### src/rtl/alarm_pkg.sv
`default_nettype none
// ============================================================================
// alarm_pkg : shared widths and FSM encoding for the alarm sequencer
// Rev 1.0
// ============================================================================
package alarm_pkg;

  localparam int CNT_W  = 12;
  localparam int HOUR_W = 5;
  localparam int MIN_W  = 6;
  localparam int SCNT_W = 3;

  typedef enum logic [1:0] {
    ST_IDLE    = 2'd0,
    ST_RINGING = 2'd1,
    ST_SNOOZE  = 2'd2
  } state_t;

  function automatic logic time_match(
    input logic [HOUR_W-1:0] cur_h,
    input logic [MIN_W-1:0]  cur_m,
    input logic [HOUR_W-1:0] alm_h,
    input logic [MIN_W-1:0]  alm_m
  );
    return (cur_h == alm_h) && (cur_m == alm_m);
  endfunction

endpackage
`default_nettype wire

### src/rtl/alarm_countdown.sv
`default_nettype none
// ============================================================================
// alarm_countdown : loadable seconds down-counter, saturates at zero
// Rev 1.0
// ============================================================================
module alarm_countdown
  import alarm_pkg::*;
(
  input  logic             clk,
  input  logic             rst,
  input  logic             load,
  input  logic [CNT_W-1:0] load_val,
  input  logic             tick,
  output logic [CNT_W-1:0] cnt,
  output logic             expire
);

  logic [CNT_W-1:0] r_cnt;

  assign cnt    = r_cnt;
  assign expire = tick && (r_cnt == CNT_W'(1));

  // load beats tick so a reload on the expiring second starts a fresh interval
  always_ff @(posedge clk or negedge rst) begin
    if (!rst) begin
      r_cnt <= '0;
    end else if (load) begin
      r_cnt <= load_val;
    end else if (tick && (r_cnt != '0)) begin
      r_cnt <= r_cnt - CNT_W'(1);
    end
  end

endmodule
`default_nettype wire

### src/rtl/alarm_scheduler.sv
`default_nettype none
// ============================================================================
// alarm_scheduler : alarm match detect, ring timeout, snooze and dismiss FSM
// Rev 1.0
// ============================================================================
module alarm_scheduler
  import alarm_pkg::*;
#(
  parameter int RING_SECONDS   = 60,
  parameter int SNOOZE_MINUTES = 5,
  parameter int MAX_SNOOZES    = 3
) (
  input  logic              clk,
  input  logic              rst,
  input  logic              tick_1s,
  input  logic [HOUR_W-1:0] cur_hour,
  input  logic [MIN_W-1:0]  cur_min,
  input  logic [HOUR_W-1:0] alm_hour,
  input  logic [MIN_W-1:0]  alm_min,
  input  logic              alarm_en,
  input  logic              snooze,
  input  logic              dismiss,
  output logic              alarm_start,
  output logic              snoozing,
  output logic [SCNT_W-1:0] snooze_count,
  output logic              missed
);

  localparam logic [CNT_W-1:0]  c_RING_LOAD   = CNT_W'(RING_SECONDS);
  localparam logic [CNT_W-1:0]  c_SNOOZE_LOAD = CNT_W'(SNOOZE_MINUTES * 60);
  localparam logic [SCNT_W-1:0] c_MAX_SNZ     = SCNT_W'(MAX_SNOOZES);

  state_t            r_state;
  logic              r_match_q;
  logic [SCNT_W-1:0] r_scnt;
  logic              r_missed;
  logic              r_alarm_start;
  logic              r_snoozing;

  state_t            w_state_nxt;
  logic [SCNT_W-1:0] w_scnt_nxt;
  logic              w_missed_nxt;
  logic              w_match;
  logic              w_trigger;
  logic              w_load;
  logic [CNT_W-1:0]  w_load_val;
  logic              w_cnt_tick;
  logic              w_expire;
  logic [CNT_W-1:0]  w_cnt;

  assign w_match   = time_match(cur_hour, cur_min, alm_hour, alm_min);
  assign w_trigger = w_match & ~r_match_q & alarm_en;

  // Any button pulse seen while active swallows that second's tick
  assign w_cnt_tick = tick_1s & alarm_en & ~dismiss &
                      (((r_state == ST_RINGING) & ~snooze) | (r_state == ST_SNOOZE));

  alarm_countdown u_countdown (
    .clk      (clk),
    .rst      (rst),
    .load     (w_load),
    .load_val (w_load_val),
    .tick     (w_cnt_tick),
    .cnt      (w_cnt),
    .expire   (w_expire)
  );

  always_comb begin
    w_state_nxt  = r_state;
    w_scnt_nxt   = r_scnt;
    w_missed_nxt = r_missed;
    w_load       = 1'b0;
    w_load_val   = c_RING_LOAD;

    if (!alarm_en) begin
      w_state_nxt = ST_IDLE;
      w_scnt_nxt  = '0;
    end else begin
      case (r_state)
        ST_IDLE: begin
          if (w_trigger) begin
            w_state_nxt  = ST_RINGING;
            w_load       = 1'b1;
            w_scnt_nxt   = '0;
            w_missed_nxt = 1'b0;
          end
        end
        ST_RINGING: begin
          if (dismiss) begin
            w_state_nxt  = ST_IDLE;
            w_scnt_nxt   = '0;
            w_missed_nxt = 1'b0;
          end else if (snooze) begin
            if (r_scnt < c_MAX_SNZ) begin
              w_state_nxt = ST_SNOOZE;
              w_load      = 1'b1;
              w_load_val  = c_SNOOZE_LOAD;
              w_scnt_nxt  = r_scnt + SCNT_W'(1);
            end
          end else if (w_expire) begin
            w_state_nxt  = ST_IDLE;
            w_missed_nxt = 1'b1;
          end
        end
        ST_SNOOZE: begin
          if (dismiss) begin
            w_state_nxt  = ST_IDLE;
            w_scnt_nxt   = '0;
            w_missed_nxt = 1'b0;
          end else if (w_expire) begin
            w_state_nxt = ST_RINGING;
            w_load      = 1'b1;
          end
        end
        default: begin
          w_state_nxt = ST_IDLE;
        end
      endcase
    end
  end

  // Match history resets high so a reset inside the alarm minute does not ring
  always_ff @(posedge clk or negedge rst) begin
    if (!rst) begin
      r_state       <= ST_IDLE;
      r_match_q     <= 1'b1;
      r_scnt        <= '0;
      r_missed      <= 1'b0;
      r_alarm_start <= 1'b0;
      r_snoozing    <= 1'b0;
    end else begin
      r_state       <= w_state_nxt;
      r_match_q     <= w_match;
      r_scnt        <= w_scnt_nxt;
      r_missed      <= w_missed_nxt;
      r_alarm_start <= (w_state_nxt == ST_RINGING);
      r_snoozing    <= (w_state_nxt == ST_SNOOZE);
    end
  end

  assign alarm_start  = r_alarm_start;
  assign snoozing     = r_snoozing;
  assign snooze_count = r_scnt;
  assign missed       = r_missed;

endmodule
`default_nettype wire

### config.mk
export PLATFORM = sky130hd
export DESIGN_NAME = alarm_scheduler
export DESIGN_NICKNAME = d
export VERILOG_FILES = /design/src/rtl/alarm_pkg.sv /design/src/rtl/alarm_countdown.sv /design/src/rtl/alarm_scheduler.sv
export SDC_FILE = /design/constraint.sdc
export NUM_CORES = 1
export LEC_CHECK = 0
export ABC_AREA = 0
export CAP_MARGIN = 0
export CORE_MARGIN = 1
export CORE_UTILIZATION = 40
export DETAILED_ROUTE_END_ITERATION = 8
export PLACE_DENSITY = 0.73
export RECOVER_POWER = 25
export SLEW_MARGIN = 0
export SYNTH_ARGS = -nofsm -noshare
export SYNTH_HDL_FRONTEND = slang
export SYNTH_SLANG_ARGS = --single-unit
### constraint.sdc
create_clock -name clk -period 3.2 [get_ports clk]
set_input_delay 0.32 -clock clk [delete_from_list [all_inputs] [get_ports clk]]
set_output_delay 0.32 -clock clk [all_outputs]
set_load 0.005 [all_outputs]
==> out/metrics.cfg <==
[status]
status=finished, final reports clean

[timing]
min_period_ns=2.46
finalSetupViolCount=0
fmax_ghz=0.406
finalSetupTns_ns=0
setup_ws_ns=0.735
slew_headroom_pct=38.1
slew_violations=0
fin_worst_skew_ns=0.00507
fin_crit_sh_pct=77.0
tightest_slew_ns=0.926
hold_viol=0
rsz0062_at_grt=false

[pwr]
leakagePower_nw=0.797
sequentialPowerShare_pct=50.2
power_switching_mw=0.134
vdd_drop_max_mv=0.139
p_int_mw=0.403
swShare_pct=25.0
p_comb_share_pct=16.4
p_per_area_nw_per_um2=272
power_frac_clock_pct=33.4

[yosys]
netlist_instances=161
yosysTopAreaCell=dfrtp_1
synth_area_leaders=dfrtp_1, xnor2_1, ha_1
synth-async-reset-ratio_pct=100
synth_top_area_share_pct=32.1
ys_seq_area_share_pct=33.7
ys_types=47
syn_area_per_cell_um2=9.70
synth-seq-cells=21
synthesis.area_um2=1560
synthFlopType=dfrtp_1
synth_nets=197
ys_warn_count=0
synth_edf_count=0

[placement]
pre_cts_ws_ns=0.728
place_congestion=0.920
dpl.hpwl_mm=2.68
port_buffers=33

[drt]
drtIter0Drc=65
antenna_left=0
routed_wl_mm=3.44
viasPerCell=5.61
vias=1357
drtPass1Iterations=6
drc_errors=0
wire_per_inst_um=14.2

[grt]
grt_pass1_vias=1391
overflow=0
grt_pass1_wl_mm=6.15
grt_max_degree=22
antenna_found_initial=0
gr-usage-all-layers_pct=18.5

[worst_setup_path]
end_kind=flop
cp_max_fo=12
required_ns=3.35
worst_path_max_delay_cell=dfrtp_1
crit_buf_inv=1
rr_startpoint=r_state[1]
crit_cells=7
reg2reg_setup_slack_ns=0.74
max_stage_delay_ns=0.44
worstRegToRegCells=7
crit_chain=inv_1, ha_1, nor2b_1, o211ai_1, o31a_1, o2bb2ai_4, mux2_2
crit_type=flop to flop
crit_start=r_state[1]
path_delay_family=compound AO/OA/AOI/OAI gates
crit_path_start_kind=flop
crit_path_end=u_countdown.cnt[4]
crit_arrival_ns=2.62
r2r_end=u_countdown.cnt[4]

[floorplanning]
core-area_um2=3720
rows=22
pin_count=34
initial_utilization_pct=42.0
dieArea_um2=4160
fp.dieW_um=64.5
die_y_um=64.5

[flow_run]
cap_viol_max_count=0

[cts]
cts_buffers=3
cts_tree=built
postCtsSetupBuffers=0
cts_max_level=1
path_clk_slew_ns=0.08
ctsResizeCount=0
root_buffer=clkbuf_8
postCtsHoldBufs=0
cts_sinks=21
clock_latency_ns=0.26
cts_buffer_depth=2

[hold_path]
holdCritPathClass=flop to flop
min_from=u_countdown.cnt[11]

[final_layout]
drive_gt1_share_pct=8.76
nNetsFinal=231
diodes=0
syn_to_final_growth_pct=26.7

## per-stage QoR
step	utilization, %	area, um2	hold WS (ns)	total power [mW]	cells
2_1_floorplan	-	1560	0.0244	0.315	161
3_3_place_gp	52.0	1930	0.546	0.361	238
3_5_place_dp	52.0	1930	0.548	0.364	238
4_1_cts	53.2	1980	0.565	0.539	242
5_1_grt	53.2	1980	0.595	0.555	242
6_report	53.2	1980	0.567	0.538	242
## routing by layer
metal / part of all wire (%) / global-route usage [%]
met5: 0 / 0
met4: 2.3 / 6.11
met3: 5.0 / 2.29
met2: 49 / 32.5
met1: 43 / 23.2
## cells in the mapped netlist, types with 3 or more instances
cell type / number
or2_2: 3
clkbuf_1: 3
nor4_4: 3
nand4_1: 7
and3b_1: 3
o21ai_0: 4
xnor2_1: 18
nor2_1: 13
nor3_1: 7
dfrtp_1: 20
ha_1: 8
xor2_1: 4
nand2b_1: 7
nor2b_1: 3
inv_1: 6
nand2_1: 8
a21oi_1: 3
nand3_1: 4
## final cells by class
cell class / instances / area (um2)
fillers: 350 / 1740
multi-input cells: 129 / 985
flip-flops and latches: 21 / 527
repair buffers: 34 / 338
well taps: 48 / 60.1
clock buffers: 3 / 41.3
inverters: 6 / 22.5
clock inverters: 1 / 5.00
## cell usage in the layout (no fill, tap or decap), types with 4 or more instances in the layout
cell type	Yosys	final
nand2b_1	7	7
nor2_1	13	13
xor2_1	4	4
xnor2_1	18	18
ha_1	8	8
dfrtp_1	20	20
nand3_1	4	4
nor3_1	7	7
clkdlybuf4s50_1	0	31
inv_1	6	6
o21ai_0	4	4
nand2_1	8	8
nand4_1	7	7
## tightest hold or removal path, delay by kind of cell (launching register included)
| family | cells | cell delay [ns] |
|---|---|---|
| XOR/XNOR | 1 | 0.12 |
| AND/OR/NAND/NOR | 1 | 0.04 |
| flip-flops | 1 | 0.37 |
## power by group through the flow
stage	sequential [mW]	clock (mW)	combinational, mW
finish	0.270	0.180	0.0881
floorplan	0.275	0	0.0403
detailed placement	0.275	0	0.0892
global route	0.270	0.189	0.0963
global placement	0.275	0	0.0860
CTS	0.270	0.179	0.0896
## sequential cells by signal (all words and copies together) (netlist names)
name and flops:
alarm_start 1, missed 1, r_match_q 1, r_state 2, snooze_count 3, snoozing 1
u_countdown.cnt 12
## worst min path at each step
stage,cells after the start,to,slack [ns]
after CTS,2,u_countdown.cnt[11],0.57
after global placement,2,u_countdown.cnt[11],0.55
after floorplan,0,alarm_start,0.02
after detailed placement,2,u_countdown.cnt[11],0.55
after global routing,2,u_countdown.cnt[11],0.60
final,2,u_countdown.cnt[11],0.57
## logic make-up (layout without fill, tap and decap cells)
kind of cell    after synthesis  in the layout  share of synthesized area [%]
buf+inv                      11             44                           3.20
mux                           3              3                           2.00
xor+xnor                     22             22                           12.3
fa+ha+maj                     8              8                           6.41
flops                        21             21                           33.7
simple gates                 67             67                           27.2
compound gates               29             29                           15.1
Power figures use the tool's default switching activity.
